--- config.mk ---
export PLATFORM = sky130hd
export DESIGN_NAME = enemy_bullet_launcher
export DESIGN_NICKNAME = d
export VERILOG_FILES = /design/src/rtl/game_pkg.sv /design/src/rtl/eb_cooldown_timer.sv /design/src/rtl/enemy_bullet_launcher.sv
export SDC_FILE = /design/constraint.sdc
export NUM_CORES = 1
export LEC_CHECK = 0
export BUFFER_PORTS_ARGS = -buffer_cell sky130_fd_sc_hd__buf_2
export CAP_MARGIN = 30
export CORE_UTILIZATION = 45
export DETAILED_ROUTE_END_ITERATION = 7
export GPL_TIMING_DRIVEN = 0
export PLACE_DENSITY = 0.7
export SYNTH_ARGS = -nofsm -noshare
export SYNTH_HDL_FRONTEND = slang
export SYNTH_HIERARCHICAL = 1
export SYNTH_SLANG_ARGS = --single-unit
--- constraint.sdc ---
create_clock -name clk -period 4.5 [get_ports clk]
set_clock_uncertainty 0.05 [all_clocks]
set_input_delay 0.225 -clock clk [delete_from_list [all_inputs] [get_ports clk]]
set_output_delay 0.225 -clock clk [all_outputs]
set_load 0.1 [all_outputs]
--- src/rtl/game_pkg.sv ---
// Shared game definitions: bullet FSM states, screen geometry and the
// saturating coordinate adder used when spawning bullets.
package game_pkg;

  typedef enum logic [1:0] {
    COOL  = 2'd0,
    READY = 2'd1,
    FLY   = 2'd2
  } eb_state_e;

  localparam int COORD_W         = 10;
  localparam int SCREEN_W        = 640;
  localparam int Y_LIMIT_DEFAULT = 960;
  localparam int COORD_MAX       = (1 << COORD_W) - 1;

  // Adds two coordinates in COORD_W+1 bits and clamps to the top of the range.
  function automatic logic [COORD_W-1:0] sat10(input logic [COORD_W-1:0] a,
                                               input logic [COORD_W-1:0] b);
    logic [COORD_W:0] sum;
    sum = {1'b0, a} + {1'b0, b};
    return sum[COORD_W] ? COORD_W'(COORD_MAX) : sum[COORD_W-1:0];
  endfunction

endpackage

--- src/rtl/eb_cooldown_timer.sv ---
// Frame-tick-gated cooldown counter. Counts ticks while not cleared and
// pulses done_o on the tick that completes COOLDOWN ticks.
module eb_cooldown_timer #(
  parameter int COOLDOWN = 30
) (
  input  logic clk,
  input  logic rst_n,
  input  logic clear_i,
  input  logic tick_i,
  output logic done_o
);

  localparam int CW = (COOLDOWN > 1) ? $clog2(COOLDOWN) : 1;

  logic [CW-1:0] count_q;
  logic          last_q;

  assign last_q = (count_q == CW'(COOLDOWN - 1));
  assign done_o = tick_i && !clear_i && last_q;

  always_ff @(posedge clk) begin
    if (!rst_n || clear_i) begin
      count_q <= '0;
    end else if (tick_i) begin
      count_q <= last_q ? '0 : count_q + 1'b1;
    end
  end

endmodule

--- src/rtl/enemy_bullet_launcher.sv ---
// One enemy's bullet: waits out a cooldown, spawns under the enemy on a frame
// tick, falls SPEED pixels per tick and retires at Y_LIMIT or on a judge hit.
module enemy_bullet_launcher
  import game_pkg::*;
#(
  parameter int SPEED    = 4,
  parameter int COOLDOWN = 30,
  parameter int X_OFS    = 20,
  parameter int Y_OFS    = 40,
  parameter int Y_LIMIT  = Y_LIMIT_DEFAULT
) (
  input  logic               clk,
  input  logic               rst_n,
  input  logic               frame_tick,
  input  logic               game_active,
  input  logic               enemy_en,
  input  logic [COORD_W-1:0] enemy_x,
  input  logic [COORD_W-1:0] enemy_y,
  input  logic               bullet_hit,
  output logic [COORD_W-1:0] eb_x,
  output logic [COORD_W-1:0] eb_y,
  output logic               enemy_bullet_en,
  output logic               fire
);

  eb_state_e          state_q;
  logic [COORD_W-1:0] eb_x_q;
  logic [COORD_W-1:0] eb_y_q;
  logic               en_q;
  logic               fire_q;

  logic               cool_clear;
  logic               cool_done;
  logic [COORD_W:0]   y_next;
  logic               y_out;

  // Counter only runs in COOL, so it is always zero when COOL is re-entered.
  assign cool_clear = (state_q != COOL) || !game_active;

  eb_cooldown_timer #(
    .COOLDOWN(COOLDOWN)
  ) u_cooldown (
    .clk    (clk),
    .rst_n  (rst_n),
    .clear_i(cool_clear),
    .tick_i (frame_tick),
    .done_o (cool_done)
  );

  assign y_next = {1'b0, eb_y_q} + (COORD_W + 1)'(SPEED);
  assign y_out  = (y_next >= (COORD_W + 1)'(Y_LIMIT)) || (y_next > (COORD_W + 1)'(COORD_MAX));

  always_ff @(posedge clk) begin
    if (!rst_n) begin
      state_q <= COOL;
      eb_x_q  <= '0;
      eb_y_q  <= '0;
      en_q    <= 1'b0;
      fire_q  <= 1'b0;
    end else begin
      fire_q <= 1'b0;
      if (!game_active) begin
        state_q <= COOL;
        en_q    <= 1'b0;
      end else begin
        case (state_q)
          COOL: begin
            en_q <= 1'b0;
            if (cool_done) state_q <= READY;
          end
          READY: begin
            if (frame_tick && enemy_en) begin
              eb_x_q  <= sat10(enemy_x, COORD_W'(X_OFS));
              eb_y_q  <= sat10(enemy_y, COORD_W'(Y_OFS));
              en_q    <= 1'b1;
              fire_q  <= 1'b1;
              state_q <= FLY;
            end
          end
          FLY: begin
            // A hit wins over a coincident move tick: position freezes where it was hit.
            if (bullet_hit) begin
              en_q    <= 1'b0;
              state_q <= COOL;
            end else if (frame_tick) begin
              if (y_out) begin
                en_q    <= 1'b0;
                state_q <= COOL;
              end else begin
                eb_y_q <= y_next[COORD_W-1:0];
              end
            end
          end
          default: begin
            en_q    <= 1'b0;
            state_q <= COOL;
          end
        endcase
      end
    end
  end

  assign eb_x            = eb_x_q;
  assign eb_y            = eb_y_q;
  assign enemy_bullet_en = en_q;
  assign fire            = fire_q;

endmodule
======== Yosys cells after proc, flatten, opt, wreduce, memory -nomap -nowiden ========
Cells that the tools add are included.
operators by class
  add/subtract/negate cells ............... 4
  order comparisons ....................... 2
  equality and inequality tests ........... 10
  muxes and demuxes ....................... 20
  reduce and logical (&&, ||, !) cells .... 18
operator list
  cell                                                              count
  2-to-1 mux 10 bit                                                 6
  case mux 10 bit (2 select lines)                                  1
  adder 10 x 3 -> 11 bit (second input constant)                    1
  adder 10 x 5 -> 11 bit (second input constant)                    1
  adder 10 x 6 -> 11 bit (second input constant)                    1
  >= comparator 11 x 10 -> 1 bit (second input constant)            1
  greater-than comparator 11 x 10 -> 1 bit (second input constant)  1
  2-to-1 mux 2 bit                                                  5
  inequality test 2 bit (second input constant)                     5
  AND reduction 3 bit                                               3
  inequality test 3 bit (second input constant)                     2
  case mux 2 bit (3 select lines)                                   1
  AND reduction 6 bit                                               1
  adder 5 x 1 -> 5 bit (second input constant)                      1
  == test 5 bit (second input constant)                             1
  2-to-1 mux 1 bit                                                  5
  2-to-1 mux 5 bit                                                  1
  AND reduction 4 bit                                               1
  nonzero test 2 bit                                                2
  logical AND 1 bit                                                 3
  logical NOT 1 bit                                                 3
  logical OR 1 bit                                                  3
  == test 2 x 1 -> 1 bit (second input constant)                    1
  == test 2 bit (second input constant)                             1
  other kinds (3)                                                   3
storage, ports and cells
  flip-flop bits (word level) ............. 29
  bits of input ports ..................... 26
  output and inout bits ................... 22

======== Longest topological paths before layout ========
  word-level depth ........................ 7
  mapped depth ............................ 6

======== Modules after synthesis ========
The synthesis kept the hierarchy.
modules (own cells, without submodules)
  module                 times used  cells each  area each (sq um)  seq. area each (sq um)
  enemy_bullet_launcher  1           187         1580.3             480.5
  eb_cooldown_timer      1           27          261.5              100.1

======== Least setup slack after synthesis ========
No wires, ideal clock.
  path type ............................... reg-to-reg
  from .................................... register eb_y_q[3] (netlist: eb_y[3])
  to ...................................... register eb_y_q[7] (netlist: eb_y[7])
  setup time .............................. 0.075 ns
  arrival time ............................ 2.423 ns
  required time ........................... 4.375 ns
  setup slack ............................. 1.951 ns
  stages on the path, launching flop included .. 6
  buffers on the path ..................... 0
  cell sequence ........................... dfxtp_1 ha_1 nand3_2 or3_1 a311o_1 a22oi_2
on the way
  word-level cells in the longest chain between the ends .. 5
  elaborated cells between the ends (all ways) .. 10
  those cells by class .................... add/sub: 1; order compare: 2; eq/ne: 1; mux: 4; reduce/logical: 2
ends and longest elaborated chain
  element                                                                                   RTL line                                                  source
  start, declared                                                                           enemy_bullet_launcher.sv:28                               logic [COORD_W-1:0] eb_y_q;
  start signal, assigned                                                                    enemy_bullet_launcher.sv:74                               eb_y_q <= sat10(enemy_y, COORD_W'(Y_OFS));
  start signal, assigned                                                                    enemy_bullet_launcher.sv:90                               eb_y_q <= y_next[COORD_W-1:0];
  adder 10 x 3 -> 11 bit *                                                                  enemy_bullet_launcher.sv:50                               assign y_next = {1'b0, eb_y_q} + (COORD_W + 1)'(SPEED);
  >= comparator 11 x 10 -> 1 bit (tied with other cells)                                    enemy_bullet_launcher.sv:51                               assign y_out = (y_next >= (COORD_W + 1)'(Y_LIMIT)) || (y_next > (COORD_W + 1)'(COORD_MAX));
  logical OR 1 bit / 2-to-1 mux 10 bit (equally long branches)                              enemy_bullet_launcher.sv:51, enemy_bullet_launcher.sv:85
  inequality test 2 bit (no line) / 2-to-1 mux 10 bit (equally long branches)               --
  AND reduction 6 bit (no line) / case mux 10 bit (2 select lines) (equally long branches)  --
Every way passes the cells marked *; elsewhere a longest branch is shown, timed or not. The select of a mux whose other input is x is not followed.
A chain may end at the register's enable or synchronous reset.

======== Final worst setup path ========
  from .................................... register eb_y_q[3] (netlist: eb_y[3])
  to ...................................... register eb_y_q[5] (netlist: eb_y[5])
The elaborated chain is that of the path after synthesis.

==> results.json <==
{
  "final_max_slew_viol_count": 0,
  "gp_congestion": 0.897,
  "met2_wirelength_um": 2010,
  "grt_pass1_wl_um": 7510,
  "cts_buffers": 5,
  "ys_async_sr_fraction_pct": 0,
  "worstReg2RegEnd": "eb_y[5]",
  "rows": 22,
  "grt.overflow.total": 0,
  "yosysTopAreaCell": "dfxtp_1",
  "drive_above_1_share_pct": 29.1,
  "clk_latency_ns": 0.28,
  "synth.yosys.warnings": 6,
  "final_nets": 300,
  "placed_cell_area_um2": 2140,
  "drc": 0,
  "clock_sinks": 29,
  "postRouteAntennaNets": 0,
  "hold_end": "eb_x[2]",
  "hold_buffers": 0,
  "numPortBuffers": 47,
  "start_kind": "register",
  "path_clk_slew_ns": 0.06,
  "outcome": "finished, final reports clean",
  "p_per_area_nw_per_um2": 238,
  "r2r_cells": 6,
  "ir_drop_uv": 189,
  "cts.htree.levels": 2,
  "coreArea_um2": 3800,
  "ioPinCount": 48,
  "ys_ff_latch": 29,
  "finalSetupTns_ns": 0,
  "ys_seq_area_share_pct": 31.5,
  "worst_slack_ns": 2.46,
  "cp_slowest_cell": "dfxtp_1",
  "setup_viol": 0,
  "synth_common_cells": "dfxtp_1 (29), nor2_1 (19), o21ai_0 (18)",
  "clock.fmax_mhz": 489,
  "grt_pass1_vias": 1667,
  "worstPathMaxFanout": 8,
  "yosysMostFrequentCell": "dfxtp_1",
  "rsz0062_at_grt": "false",
  "cts-root-buf": "clkbuf_8",
  "syn_area_per_cell_um2": 8.61,
  "crit_family": "compound AO/OA/AOI/OAI gates",
  "holdWs_ns": 0.115,
  "hold_viol_final": 0,
  "grtUsageTotal_pct": 22.5,
  "p_leak_nw": 0.912,
  "synth_area_leaders": "dfxtp_1 (32%), o21ai_0 (4.9%), ha_1 (4.1%)",
  "synth.top_cell.area_share_pct": 31.5,
  "routedWlPerCell_um": 13.9,
  "syn_nets": 246,
  "firstDrtPassIters": 4,
  "wl_met3_um": 182,
  "hp-class": "in2reg",
  "syn_area_um2": 1840,
  "pre_cts_ws_ns": 2.50,
  "synth-edff-count": 0,
  "critical_path_arrival_ns": 2.20,
  "drt-initial-drc-count": 105,
  "synthFlopType": "dfxtp_1",
  "holdCritStartpoint": "enemy_x[2]",
  "cts_buffer_depth": 2,
  "area_delta_synth_final_pct": 20.7,
  "cts_resized": 0,
  "die_area_um2": 4350,
  "grt_max_degree": 11,
  "fin_crit_sh_pct": 45.4,
  "fin_area_um2": 2220,
  "r2r_start": "eb_y[3]",
  "drt_wl_total_um": 4400,
  "critPathKind": "reg2reg",
  "vias": 1824,
  "die_w_um": 66.0,
  "synthCells": 214,
  "dp_hpwl_um": 3390,
  "holdPathStages": 2,
  "relSlewSlack_pct": 67.4,
  "antennaDiodeCount": 0,
  "period_needed_ns": 2.04,
  "critical_path_required_ns": 4.66,
  "start_util_pct": 48.5,
  "via_per_inst": 5.77,
  "antenna_found_initial": 0,
  "crit_path_end_kind": "register",
  "worst_pin_slew_ns": 0.493,
  "r2r_slack_ns": 2.46,
  "cp_cell_sequence": "ha_1, nand3_2, o31ai_4, nor2_2, a21oi_4, mux2i_1",
  "wl_met1_um": 2150,
  "synthDistinctLibCells": 61,
  "highest_layer": "met4",
  "drv_cap": 0,
  "post_cts_buffers": 0,
  "cts_tree": "done",
  "die_y_um": 66.0,
  "cp_slowest_stage_delay_ns": 0.45,
  "worst-path-buf-inv": 0,
  "postLayoutCoreUtil_pct": 58.5
}
how the worst max path moves through the flow:
stage | startpoint | endpoint | depth (start not counted)
floorplan | eb_y[3] | eb_y[7] | 5
CTS | eb_y[3] | eb_y[5] | 6
global placement | eb_y[3] | eb_y[3] | 6
detailed placement | eb_y[3] | eb_y[3] | 6
finish | eb_y[3] | eb_y[5] | 6
global route | eb_y[3] | eb_y[3] | 6
area by class of cell:
| cell class | count | area, µm² |
|---|---|---|
| buffer | 9 | 43.8 |
| fill | 376 | 1580 |
| clock buffer | 7 | 86.3 |
| multi-input combinational | 173 | 1210 |
| sequential | 29 | 581 |
| inverter | 3 | 11.3 |
| tap | 48 | 60.1 |
| timing repair buffer | 47 | 235 |
per-layer routing:
metal	GRT usage, %	vias to the layer above
met5	0	-
met4	7.98	0
met1	29.8	858
met2	36.1	45
li1	-	915
met3	4.14	6
registers in the layout, summed over array words and instances, names as in the netlist:
signal,cells
eb_x,10
eb_y,10
enemy_bullet_en,1
fire,1
state_q,2
u_cooldown/count_q,5
cells by family (layout without fill, tap and decap cells):
group	count (synthesis)	in the layout	synth area share, %
AOI/OAI and AO/OA	64	64	27.8
and+or+nand+nor	90	90	27.3
buffers and inverters	12	66	2.99
DFF	29	29	31.5
xor gates and xnor gates	11	11	5.23
muxes	2	2	1.09
adders and majority gates	6	6	4.08
power by group:
part           total, mW  internal, mW  switching, mW
clock network      0.215         0.121         0.0936
logic             0.0559        0.0245         0.0313
registers          0.259         0.258       0.000931
total              0.529         0.403          0.126
stage by stage:
step,std cells,power (mW)
floorplan,214,0.295
global placement,309,0.319
detailed placement,309,0.320
CTS,316,0.535
global route,316,0.558
finish,316,0.529
cells in the final DEF, fill, tap and decap left out, types with 2 or more instances in the layout:
master / count
buf_2: 52
dfxtp_1: 29
nor2_1: 19
o21ai_0: 18
nand2_1: 17
a21oi_1: 12
xor2_1: 8
nor3_1: 8
nand4_1: 6
ha_1: 6
clkbuf_8: 6
and3_1: 5
and2_1: 4
clkbuf_1: 4
nand2b_1: 4
nor2b_1: 4
a31oi_1: 4
inv_1: 3
xnor2_1: 3
o2bb2ai_1: 3
nand3_1: 3
and4b_1: 2
a21oi_2: 2
nor4b_1: 2
nor4_1: 2
or3_1: 2
o311ai_0: 2
mux2i_1: 2
o22ai_1: 2
o221a_2: 2
No activity file was read; power rests on OpenSTA's default activity.
